--- config.mk ---
export PLATFORM = sky130hd
export DESIGN_NAME = agp32_mem_ctrl
export DESIGN_NICKNAME = d
export VERILOG_FILES = /design/src/rtl/agp32_mem_ctrl.sv
export SDC_FILE = /design/constraint.sdc
export NUM_CORES = 1
export LEC_CHECK = 0
export BUFFER_PORTS_ARGS = -buffer_cell sky130_fd_sc_hd__buf_2
export CAP_MARGIN = 20
export CORE_MARGIN = 5
export CORE_UTILIZATION = 49
export CTS_CLUSTER_DIAMETER = 40
export DETAILED_ROUTE_END_ITERATION = 8
export GPL_TIMING_DRIVEN = 1
export PLACE_DENSITY = 0.83
export SETUP_SLACK_MARGIN = 0.3
export SLEW_MARGIN = 20
export SYNTH_ARGS = -nofsm -noshare
export SYNTH_HDL_FRONTEND = slang
export SYNTH_SLANG_ARGS = --single-unit
--- constraint.sdc ---
create_clock -name clk -period 2.7 [get_ports clk]
set_clock_uncertainty 0.15 [all_clocks]
set_input_delay 0.135 -clock clk [delete_from_list [all_inputs] [get_ports clk]]
set_output_delay 0.135 -clock clk [all_outputs]
set_load 0.05 [all_outputs]
--- src/rtl/agp32_mem_ctrl.sv ---
`timescale 1ns/1ps
`default_nettype none
// ============================================================================
//  Module      : agp32_mem_ctrl
//  Description : Processor-side memory controller. Waits out a boot phase,
//                then serves fetch / data read / data write commands against
//                a request/grant/rvalid backing memory, with alignment,
//                bus-error and timeout detection.
//  Revision    : 1.0 - initial release
// ============================================================================
module agp32_mem_ctrl #(
  parameter int INIT_CYCLES = 16,
  parameter int TIMEOUT     = 255
) (
  input  logic        clk,
  input  logic        rst,
  input  logic [2:0]  command,
  input  logic [31:0] PC,
  input  logic [31:0] data_addr,
  input  logic [31:0] data_wdata,
  input  logic [3:0]  data_wstrb,
  output logic        ready,
  output logic [31:0] inst_rdata,
  output logic [31:0] data_rdata,
  output logic        mem_start_ready,
  output logic [1:0]  error,
  output logic        mem_req,
  output logic        mem_we,
  output logic [31:0] mem_addr,
  output logic [31:0] mem_wdata,
  output logic [3:0]  mem_wstrb,
  input  logic        mem_gnt,
  input  logic        mem_rvalid,
  input  logic        mem_err,
  input  logic [31:0] mem_rdata
);

  localparam int TW = ($clog2(TIMEOUT + 1) > 8) ? $clog2(TIMEOUT + 1) : 8;
  localparam int IW = ($clog2(INIT_CYCLES + 1) > 1) ? $clog2(INIT_CYCLES + 1) : 1;
  localparam logic [TW-1:0] T_LAST = TW'((TIMEOUT > 0) ? TIMEOUT - 1 : 0);
  localparam logic [IW-1:0] I_LAST = IW'((INIT_CYCLES > 0) ? INIT_CYCLES - 1 : 0);

  localparam logic [2:0]  CMD_NONE  = 3'd0;
  localparam logic [2:0]  CMD_FETCH = 3'd1;
  localparam logic [2:0]  CMD_READ  = 3'd2;
  localparam logic [2:0]  CMD_WRITE = 3'd3;

  localparam logic [1:0]  ERR_BUS     = 2'd1;
  localparam logic [1:0]  ERR_ALIGN   = 2'd2;
  localparam logic [1:0]  ERR_TIMEOUT = 2'd3;

  localparam logic [31:0] NOP_INSN = 32'd63;

  typedef enum logic [2:0] {
    INIT   = 3'd0,
    IDLE   = 3'd1,
    D_REQ  = 3'd2,
    D_WAIT = 3'd3,
    I_REQ  = 3'd4,
    I_WAIT = 3'd5,
    ERR    = 3'd6
  } state_t;

  state_t          state;
  state_t          next_state;

  logic [IW-1:0]   r_icnt;
  logic [TW-1:0]   r_tcnt;
  logic            r_ready_pend;
  logic            r_is_write;
  logic [29:0]     r_pc_word;
  logic            r_pc_mis;
  logic [29:0]     r_daddr_word;
  logic [31:0]     r_wdata;
  logic [3:0]      r_wstrb;

  logic            w_accept;
  logic            w_init_done;
  logic            w_timeout;
  logic            w_go_ready;
  logic            w_err_load;
  logic [1:0]      w_err_code;
  logic            w_cap_d;
  logic            w_cap_i;

  // Only word accesses are issued, so the data address byte offset is dropped.
  logic            unused_daddr_lsbs;
  assign unused_daddr_lsbs = ^data_addr[1:0];

  assign w_accept    = (state == IDLE) && ready && (command != CMD_NONE);
  assign w_init_done = (r_icnt >= I_LAST);
  assign w_timeout   = (r_tcnt >= T_LAST);

  // State register.
  always_ff @(posedge clk) begin
    if (rst) state <= INIT;
    else     state <= next_state;
  end

  // Next-state decode, memory-side outputs and datapath strobes.
  always_comb begin
    next_state = state;
    w_err_load = 1'b0;
    w_err_code = 2'd0;
    w_cap_d    = 1'b0;
    w_cap_i    = 1'b0;
    w_go_ready = 1'b0;
    mem_req    = 1'b0;
    mem_we     = 1'b0;
    mem_addr   = 32'd0;
    mem_wstrb  = 4'd0;
    mem_wdata  = r_wdata;
    case (state)
      INIT: begin
        if (w_init_done) begin
          next_state = IDLE;
          w_go_ready = 1'b1;
        end
      end
      IDLE: begin
        if (w_accept) begin
          if (command == CMD_FETCH) begin
            // A misaligned fetch never reaches the bus.
            if (PC[1:0] != 2'b00) begin
              next_state = ERR;
              w_err_load = 1'b1;
              w_err_code = ERR_ALIGN;
            end else begin
              next_state = I_REQ;
            end
          end else if ((command == CMD_READ) || (command == CMD_WRITE)) begin
            next_state = D_REQ;
          end else begin
            // Interrupt / no-op and unused encodings: handshake only.
            w_go_ready = 1'b1;
          end
        end
      end
      D_REQ: begin
        mem_req   = 1'b1;
        mem_we    = r_is_write;
        mem_addr  = {r_daddr_word, 2'b00};
        mem_wstrb = r_is_write ? r_wstrb : 4'd0;
        if (mem_err) begin
          next_state = ERR;
          w_err_load = 1'b1;
          w_err_code = ERR_BUS;
        end else if (mem_gnt) begin
          if (!r_is_write) begin
            next_state = D_WAIT;
          end else if (r_pc_mis) begin
            next_state = ERR;
            w_err_load = 1'b1;
            w_err_code = ERR_ALIGN;
          end else begin
            next_state = I_REQ;
          end
        end else if (w_timeout) begin
          next_state = ERR;
          w_err_load = 1'b1;
          w_err_code = ERR_TIMEOUT;
        end
      end
      D_WAIT: begin
        if (mem_err) begin
          next_state = ERR;
          w_err_load = 1'b1;
          w_err_code = ERR_BUS;
        end else if (mem_rvalid) begin
          w_cap_d = 1'b1;
          if (r_pc_mis) begin
            next_state = ERR;
            w_err_load = 1'b1;
            w_err_code = ERR_ALIGN;
          end else begin
            next_state = I_REQ;
          end
        end else if (w_timeout) begin
          next_state = ERR;
          w_err_load = 1'b1;
          w_err_code = ERR_TIMEOUT;
        end
      end
      I_REQ: begin
        mem_req  = 1'b1;
        mem_addr = {r_pc_word, 2'b00};
        if (mem_err) begin
          next_state = ERR;
          w_err_load = 1'b1;
          w_err_code = ERR_BUS;
        end else if (mem_gnt) begin
          next_state = I_WAIT;
        end else if (w_timeout) begin
          next_state = ERR;
          w_err_load = 1'b1;
          w_err_code = ERR_TIMEOUT;
        end
      end
      I_WAIT: begin
        if (mem_err) begin
          next_state = ERR;
          w_err_load = 1'b1;
          w_err_code = ERR_BUS;
        end else if (mem_rvalid) begin
          w_cap_i    = 1'b1;
          next_state = IDLE;
          w_go_ready = 1'b1;
        end else if (w_timeout) begin
          next_state = ERR;
          w_err_load = 1'b1;
          w_err_code = ERR_TIMEOUT;
        end
      end
      ERR: begin
        next_state = ERR;
      end
      default: begin
        next_state = INIT;
      end
    endcase
  end

  // Boot counter; mem_start_ready is sticky until the next reset.
  always_ff @(posedge clk) begin
    if (rst) begin
      r_icnt          <= '0;
      mem_start_ready <= 1'b0;
    end else if (state == INIT) begin
      if (w_init_done) mem_start_ready <= 1'b1;
      else             r_icnt          <= r_icnt + 1'b1;
    end
  end

  // Saturating per-state wait counter, cleared on every state change.
  always_ff @(posedge clk) begin
    if (rst)                      r_tcnt <= '0;
    else if (next_state != state) r_tcnt <= '0;
    else if (r_tcnt != '1)        r_tcnt <= r_tcnt + 1'b1;
  end

  // ready drops on an accepted command and rises one edge after completion.
  always_ff @(posedge clk) begin
    if (rst) begin
      ready        <= 1'b0;
      r_ready_pend <= 1'b0;
    end else if (r_ready_pend) begin
      ready        <= 1'b1;
      r_ready_pend <= 1'b0;
    end else begin
      if (w_accept)   ready        <= 1'b0;
      if (w_go_ready) r_ready_pend <= 1'b1;
    end
  end

  // Command operand capture at acceptance time.
  always_ff @(posedge clk) begin
    if (rst) begin
      r_is_write   <= 1'b0;
      r_pc_word    <= '0;
      r_pc_mis     <= 1'b0;
      r_daddr_word <= '0;
      r_wdata      <= '0;
      r_wstrb      <= '0;
    end else if (w_accept) begin
      r_is_write   <= (command == CMD_WRITE);
      r_pc_word    <= PC[31:2];
      r_pc_mis     <= (PC[1:0] != 2'b00);
      r_daddr_word <= data_addr[31:2];
      r_wdata      <= data_wdata;
      r_wstrb      <= data_wstrb;
    end
  end

  // Error code: only the first failure is recorded, ERR is terminal.
  always_ff @(posedge clk) begin
    if (rst)             error <= 2'd0;
    else if (w_err_load) error <= w_err_code;
  end

  // Read data capture into the instruction / data result registers.
  always_ff @(posedge clk) begin
    if (rst) begin
      inst_rdata <= NOP_INSN;
      data_rdata <= 32'd0;
    end else begin
      if (w_cap_d) data_rdata <= mem_rdata;
      if (w_cap_i) inst_rdata <= mem_rdata;
    end
  end

endmodule
`default_nettype wire

==> results.toml, run 1 <==
[status]
outcome = "finished clean"

[critical_path]
start_kind = "flop"
critical_path.top_delay_family = "buffers and inverters"
critical-path-max-stage-delay_ns = 0.38
endpoint_kind = "output pin"
worstPathRequired_ns = 2.41
critPathSlowestCell = "dfxtp_2"
cp_num_buf_inv = 4
cp.arrival_ns = 2.01
path_cells = "buf_4 > nor3b_4 > buf_4 > buf_12 > a22o_1 > buf_2"
worst-setup-path-type = "flop to output pin"
r2r_setup_slack_ns = 0.51
crit_fanout = 17
cp_common_cell = "buf_4"

[power]
p_per_area_mw_per_mm2 = 532
p_leak_nw = 4.57
peakVddDrop_mv = 0.431

[synthesis]
synth_cells = 930
ys_warn_count = 0
async_flop_share = 0
yosys_register_bits = 183
synth_ff_type = "dfxtp_1"
synth_edf_count = 0
synth.cell_area_mm2 = 0.00735
avgSynthCellArea_um2 = 7.90
ys_types = 59
synth_seq_area_share = 0.498

[clocking]
clk_transition_reported_paths_ns = 0.06
insertion_delay_ns = 0.41
cts_sinks = 183
root_buffer = "clkbuf_16"
cts_buffer_depth = 2
h-tree-depth = 4
cts_tree = "yes"
numCtsBuffers = 17

[global_route]
grt_pass1_vias = 8263
grtUsageMet1 = 0.319
gr-total-overflow = 0
use_met2 = 0.474
use_met3 = 0.0915
grt_pass1_wl_mm = 40.8
gr-max-usage-layer = "met2"
grt_max_degree = 97
grtUsageTotal = 0.283
antenna_found_initial = 2

[final_layout]
area_growth_pct = 47.9
final_layout_size_suffix_gt1_frac = 0.261
design_area_mm2 = 0.0109
n_fill_cell = 966
multi_input_area_mm2 = 0.00341
seq_area_mm2 = 0.00367
nets = 1446

[floorplanning]
die_h_um = 132
ioPinCount = 278
initial_core_util = 0.502
die_w_um = 132
dieArea_mm2 = 0.0176
core_area_mm2 = 0.0146
rows = 44

[sta]
finalCriticalPeriod_ns = 2.30
worst_pin_slew_ns = 0.562
finalHoldViolCount = 0
whs_ns = 0.0401
finalSetupTns_ns = 0
max_freq_mhz = 436
min_period_over_period = 0.850
drv_slew = 0
max_slew_margin = 0.625
rsz0062_at_grt = "false"
setup_viol = 0

[route]
post-route-drc-count = 0
first_pass_iters = 5
via_per_inst = 5.56
vias = 8346
antenna_left = 0
drtIter0Drc = 675
drt-total-wl_mm = 26.3
wl_per_cell_um = 17.5

[run]
maxCapViolCount = 0

[placement]
io_buffers = 273
place_area_mm2 = 0.00885
dp_hpwl_mm = 14.5
gp_congestion = 0.879

[hold_path]
hp-class = "input port to flop"
-- worst paths after layout --
check                           depth (start not counted)      startpoint             end
worst max-delay path                                    6        state[0]    mem_addr[12]
worst min register to register                          2  data_rdata[26]  data_rdata[26]
worst min-delay path                                    4      command[2]        state[1]
worst max register to register                          7       r_tcnt[0]       r_tcnt[2]
-- worst register-to-register path, delay by kind of cell (launching register included) --
family	cells	cell delay, ns
AO/OA/AOI/OAI	3	0.75
AND/OR/NAND/NOR	2	0.53
flip-flops	1	0.37
adder cells (fa/ha/maj)	1	0.21
buffers and inverters	1	0.08
-- power breakdown --
part / leakage (nW) / internal, W / switching [W]
sequential: 1.48 / 0.00273 / 0.0000345
clock: 0.304 / 0.00145 / 0.00111
combinational: 2.79 / 0.000260 / 0.000213
total: 4.57 / 0.00443 / 0.00135
-- what timing repair did --
| action | 4_1_cts | 5_1_grt |
|---|---|---|
| pin swaps | 0 | 1 |
| endpoints found under the hold margin | 162 | 0 |
| setup endpoints to repair | 33 | 36 |
| buffers inserted | 0 | 2 |
| hold buffers | 131 | 0 |
| gates cloned | 0 | 1 |
| resized for setup | 5 | 12 |
-- registers in the layout, summed over array words and instances (netlist names) --
register	count
mem_wdata	32
r_icnt	5
r_pc_word	30
data_rdata	32
mem_start_ready	1
r_daddr_word	30
ready	1
r_wstrb	4
inst_rdata	32
r_ready_pend	1
error	2
r_pc_mis	1
r_tcnt	8
r_is_write	1
state	3
-- synth_stat cells (2+ instances only) --
cell type | instances | share of area
a31oi_1 | 2 | 0.0017
o21ai_0 | 12 | 0.0082
buf_2 | 10 | 0.0068
nor3b_1 | 4 | 0.0041
mux2i_1 | 5 | 0.0068
nand3_1 | 18 | 0.012
and3_1 | 9 | 0.0077
and4_1 | 2 | 0.0024
nor2_1 | 21 | 0.011
o211ai_1 | 2 | 0.0020
and2_1 | 2 | 0.0017
xor2_1 | 3 | 0.0036
nand2_1 | 327 | 0.17
a41oi_1 | 2 | 0.0024
nand4_1 | 4 | 0.0034
nor3b_2 | 2 | 0.0034
or2_2 | 2 | 0.0017
buf_4 | 3 | 0.0031
o31ai_1 | 2 | 0.0020
nor3_1 | 7 | 0.0048
nor4_1 | 6 | 0.0051
a21oi_1 | 164 | 0.11
inv_1 | 5 | 0.0026
xnor2_1 | 4 | 0.0048
nor2b_1 | 2 | 0.0017
a22o_1 | 31 | 0.037
clkbuf_1 | 54 | 0.028
nand2b_1 | 6 | 0.0051
buf_1 | 2 | 0.0010
a211oi_1 | 3 | 0.0031
ha_1 | 4 | 0.0068
dfxtp_1 | 183 | 0.50
-- metal layers --
| layer | part of all wire | up-vias |
|---|---|---|
| li1 | - | 3878 |
| met1 | 0.36 | 3832 |
| met2 | 0.49 | 501 |
| met3 | 0.091 | 133 |
| met4 | 0.056 | 2 |
| met5 | 0.00027 | - |
-- layout make-up --
type | count | share of cell area
multi-input combinational | 672 | 0.313
clock buffer | 19 | 0.0417
clock inverter | 13 | 0.0146
sequential | 183 | 0.337
tap | 184 | 0.0212
timing repair buffer | 422 | 0.270
inverter | 6 | 0.00207
antenna | 1 | 0.000230
-- cell families after synthesis --
group / after synthesis / share of synthesized area
flops: 183 / 0.498
compound gates: 232 / 0.190
buf+inv: 76 / 0.0431
xor+xnor: 7 / 0.00834
mux: 5 / 0.00681
simple gates: 422 / 0.246
other cells: 1 / 0.000510
fa+ha+maj: 4 / 0.00681
-- layout by cell type, fill, tap and decap left out, types with 3 or more instances in the layout --
master and n:
a211oi_1 3, a21oi_1 164, a22o_1 31, and3_1 9
buf_12 6, buf_2 264, buf_4 11, clkbuf_16 18
clkbuf_4 8, dfxtp_1 180, dfxtp_2 3, dlygate4sd3_1 131
ha_1 4, inv_1 5, inv_6 6, mux2i_1 5
nand2_1 327, nand2b_1 6, nand3_1 18, nand4_1 4
nor2_1 19, nor3_1 7, nor3b_1 4, nor4_1 5
o21ai_0 12, xnor2_1 4, xor2_1 3
-- stage by stage --
step,setup WS [ns],power (W),utilization,std cells
2_1_floorplan,0.583,0.00298,-,931
3_3_place_gp,0.542,0.00312,0.605,1333
3_5_place_dp,0.466,0.00312,0.605,1333
4_1_cts,0.318,0.00580,0.737,1496
5_1_grt,0.319,0.00598,0.742,1500
6_report,0.405,0.00579,0.742,1500
(Power assumes the default switching activity.)
==> run 2, diff against run 1 <==
--- a/config.mk
+++ b/config.mk
@@ -12,7 +12,7 @@
 export CTS_CLUSTER_DIAMETER = 40
 export DETAILED_ROUTE_END_ITERATION = 8
 export GPL_TIMING_DRIVEN = 1
-export PLACE_DENSITY = 0.83
+export PLACE_DENSITY_LB_ADDON = 0.25
 export SETUP_SLACK_MARGIN = 0.3
 export SLEW_MARGIN = 20
 export SYNTH_ARGS = -nofsm -noshare
==> results.toml, run 2 (synthesized netlist as in run 1, its figures left out) <==
[status]
outcome = "finished clean"

[route]
first_pass_iters = 5
drt-total-wl_mm = 25.4
post-route-drc-count = 0
via_per_inst = 5.40
vias = 8079
drtIter0Drc = 656
antenna_left = 0
wl_per_cell_um = 17.0

[global_route]
antenna_found_initial = 0
grt_pass1_wl_mm = 40.3
grt_max_degree = 104
grt_pass1_vias = 7977
gr-total-overflow = 0
grtUsageTotal = 0.280

[critical_path]
endpoint_kind = "output pin"
crit_fanout = 35
start_kind = "flop"
worst-setup-path-type = "flop to output pin"
r2r_setup_slack_ns = 0.50
worstPathRequired_ns = 2.41
r2r_start = "r_tcnt[0]"
cp.arrival_ns = 2.01
rr_worst_depth = 7
r2r_end = "r_tcnt[2]"

[power]
p_total_w = 0.00578
p_leak_nw = 4.55
p_per_area_mw_per_mm2 = 534
peakVddDrop_mv = 0.574

[sta]
drv_slew = 0
rsz0062_at_grt = "false"
max_slew_margin = 0.568
max_freq_mhz = 435
finalCriticalPeriod_ns = 2.30
finalSetupTns_ns = 0
worst_pin_slew_ns = 0.644
setup_viol = 0
finalHoldViolCount = 0
whs_ns = 0.0319
min_period_over_period = 0.851

[clocking]
numCtsBuffers = 17
insertion_delay_ns = 0.42
cts_setup_buffers = 0
cts_tree = "yes"
cts_sinks = 183
cts_buffer_depth = 2
root_buffer = "clkbuf_16"
clk_transition_reported_paths_ns = 0.06
h-tree-depth = 4

[final_layout]
multi_input_area_mm2 = 0.00341
design_area_mm2 = 0.0108
nets = 1445
antenna-diode-count = 0
n_fill_cell = 1026
seq_area_mm2 = 0.00367
final_layout_size_suffix_gt1_frac = 0.258
area_growth_pct = 47.2
final_common_cell = "nand2_1"
layout_common_cells = "nand2_1 (327), buf_2 (272), dfxtp_1 (181), a21oi_1 (164), dlygate4sd3_1 (131)"

[placement]
dp_hpwl_mm = 14.8
gp_congestion = 0.816
io_buffers = 273
place_area_mm2 = 0.00887

[run]
maxCapViolCount = 0

[hold_path]
hp-class = "input port to flop"
min_to = "r_is_write"
hp-start = "rst"
whs_path_depth = 2

[floorplanning]
die_h_um = 132
dieArea_mm2 = 0.0176
die_w_um = 132
initial_core_util = 0.502
ioPinCount = 278
rows = 44
core_area_mm2 = 0.0146
## run 2: changes by cell type in the layout (fill, tap and decap cells not counted), sizes merged
cell      change
clkinvlp      +2
inv           -5
buf           +8
clkbuf        -8
bufinv        +1
diode         -1
## run 2: worst max-delay path, stage by stage, from the launching register on
cell and delay [ns]:
dfxtp_1 0.37, buf_4 0.23, nor3b_4 0.25, buf_12 0.24, a22o_1 0.21, buf_2 0.28
## run 2: per-stage QoR
step	instances	util	setup WS [ns]
final	1497	0.739	0.403
after global routing	1497	0.739	0.319
after CTS	1497	0.737	0.337
after detailed placement	1335	0.605	0.424
after global placement	1335	0.605	0.472
after floorplan	931	-	0.583
## run 2: worst max path at each step
stage,startpoint,end,slack [ns]
6_report,state[0],mem_addr[10],0.40
5_1_grt,state[0],mem_addr[25],0.32
4_1_cts,state[2],mem_addr[22],0.34
3_5_place_dp,state[2],r_tcnt[2],0.42
3_3_place_gp,state[2],r_tcnt[7],0.47
2_1_floorplan,ready,r_pc_word[10],0.58
## run 2: area by class of cell
class                   count  area share
clock buffers              20      0.0422
clock inverters            11      0.0135
inverters                   6     0.00208
multi-input cells         672       0.315
flip-flops and latches    183       0.339
well taps                 184      0.0213
repair buffers            421       0.267
## run 2: what timing repair did
item                                    CTS  global route
hold endpoints to repair                162             0
endpoints found under the setup margin   35            38
pin swaps                                 0             0
resized for setup                         3             7
hold buffers                            131             0
## run 2: metal layers
| metal | global-route usage | routed length, um | vias up |
|---|---|---|---|
| met2 | 0.475 | 12600 | 386 |
| met5 | 0 | 0 | - |
| li1 | - | - | 3866 |
| met3 | 0.0926 | 2160 | 85 |
| met4 | 0.129 | 1060 | 0 |
| met1 | 0.321 | 9580 | 3742 |
## run 2: where the power goes
group / internal, W / leakage, nW / switching, W
sequential: 0.00273 / 1.48 / 0.0000327
clock: 0.00150 / 0.293 / 0.00104
combinational: 0.000260 / 2.78 / 0.000215
total: 0.00449 / 4.55 / 0.00129
==> run 3, diff against run 2 <==
--- a/config.mk
+++ b/config.mk
@@ -10,7 +10,9 @@
 export CORE_MARGIN = 5
 export CORE_UTILIZATION = 49
 export CTS_CLUSTER_DIAMETER = 40
+export CTS_CLUSTER_SIZE = 25
 export DETAILED_ROUTE_END_ITERATION = 8
+export GPL_ROUTABILITY_DRIVEN = 0
 export GPL_TIMING_DRIVEN = 1
 export PLACE_DENSITY_LB_ADDON = 0.25
 export SETUP_SLACK_MARGIN = 0.3
==> constraint.sdc (replaced) <==
create_clock -name clk -period 2.7 [get_ports clk]
set_clock_uncertainty 0.15 [all_clocks]
set_input_delay 0.405 -clock clk [delete_from_list [all_inputs] [get_ports clk]]
set_output_delay 0.405 -clock clk [all_outputs]
set_load 0.05 [all_outputs]
==> results.toml, run 3 (synthesized netlist as in run 1, its figures left out) <==
[floorplanning]
core_area_mm2 = 0.0146
die_h_um = 132
dieArea_mm2 = 0.0176
initial_core_util = 0.502
rows = 44
die_w_um = 132
ioPinCount = 278

[final_layout]
nets = 1320
layout_common_cells = "nand2_1 (327), buf_2 (236), dfxtp_1 (180), a21oi_1 (164), a22o_1 (31)"
instances_no_fill = 1371
seq_area_mm2 = 0.00367
area_growth_pct = 33.1
multi_input_area_mm2 = 0.00340
utilization = 0.668
n_fill_cell = 1286
antenna-diode-count = 0
final_layout_size_suffix_gt1_frac = 0.291
design_area_mm2 = 0.00978
final_common_cell = "nand2_1"

[route]
drtIter0Drc = 489
wl_per_cell_um = 16.1
antenna_left = 0
drt-total-wl_mm = 22.0
first_pass_iters = 5
post-route-drc-count = 0
vias = 7219
via_per_inst = 5.27

[clocking]
cts_buffer_depth = 2
cts_hold_buf = 0
clk_transition_reported_paths_ns = 0.07
h-tree-depth = 4
insertion_delay_ns = 0.42
numCtsBuffers = 17
root_buffer = "clkbuf_16"
cts_sinks = 183
cts_tree = "yes"

[global_route]
grtUsageTotal = 0.240
use_met3 = 0.107
antenna_found_initial = 2
grt_pass1_wl_mm = 34.4
grt_max_degree = 98
grt_pass1_vias = 6799
gr-max-usage-layer = "met2"
use_met2 = 0.390
grtUsageMet1 = 0.284
gr-total-overflow = 0

[critical_path]
path_cells = "buf_4 > or3b_4 > o21ai_0 > buf_4"
endpoint_kind = "output pin"
cp_common_cell = "buf_4"
worst-setup-path-type = "flop to output pin"
start_kind = "flop"
worstPathRequired_ns = 2.14
cp.arrival_ns = 1.79
critical-path-max-stage-delay_ns = 0.42
crit_fanout = 9
critPathSlowestCell = "or3b_4"

[placement]
place_area_mm2 = 0.00886
io_buffers = 273
dp_hpwl_mm = 14.7
dp.cells = 1334

[run]
maxCapViolCount = 0

[sta]
finalHoldViolCount = 0
finalCriticalPeriod_ns = 2.35
max_slew_margin = 0.627
min_period_over_period = 0.870
max_freq_mhz = 426
rsz0062_at_grt = "true"
finalSetupTns_ns = 0
setup_viol = 0
worst_pin_slew_ns = 0.559
drv_slew = 0

[status]
outcome = "finished clean"

[hold_path]
hp-class = "input port to flop"

[power]
p_leak_nw = 4.06
peakVddDrop_mv = 0.466
p_per_area_mw_per_mm2 = 565
## run 3: critical path, delay by kind of cell (launching register included)
kind	cells	cell delay [ns]
DFF	1	0.40
buffers and inverters	2	0.42
AOI/OAI and AO/OA	1	0.13
and+or+nand+nor	1	0.42
## run 3: cell type report
type / instances / share of cell area
clock inverter: 9 / 0.0120
inverter: 6 / 0.00230
timing repair buffer: 296 / 0.191
sequential: 183 / 0.375
clock buffer: 21 / 0.0481
multi-input combinational: 672 / 0.348
tap: 184 / 0.0235
## run 3: final timing paths
path | from | endpoint | slack, ns | cells after the start
min reg2reg | r_wstrb[1] | r_wstrb[1] | 0.30 | 2
max reg2reg | r_tcnt[0] | r_tcnt[7] | 0.44 | 7
max | state[1] | mem_req | 0.35 | 4
min | data_wdata[21] | mem_wdata[21] | 0.06 | 3
## run 3: metrics by stage
| step | setup WS [ns] | power (W) | hold WS [ns] |
|---|---|---|---|
| finish | 0.352 | 0.00553 | 0.0559 |
| global route | 0.290 | 0.00573 | 0.0405 |
| CTS | 0.308 | 0.00557 | 0.0400 |
| detailed placement | 0.428 | 0.00313 | 0.293 |
| global placement | 0.500 | 0.00312 | 0.288 |
| floorplan | 0.354 | 0.00298 | 0.282 |
## run 3: power by group
group	internal, W	leakage, nW	total (W)	switching, W
clock network	0.00144	0.290	0.00246	0.00102
logic	0.000134	2.29	0.000306	0.000172
registers	0.00273	1.48	0.00276	0.0000359
## run 3: layer usage
layer	part of all wire	routed length, um
met1	0.40	8780
met2	0.48	10600
met3	0.098	2150
met4	0.019	422
met5	0.0011	24
## run 3: repair_timing
item                                    CTS  global route
resized for setup                        51            26
buffers inserted                          4             0
gates cloned                              2             1
endpoints found under the setup margin   36            37
pin swaps                                 3             1
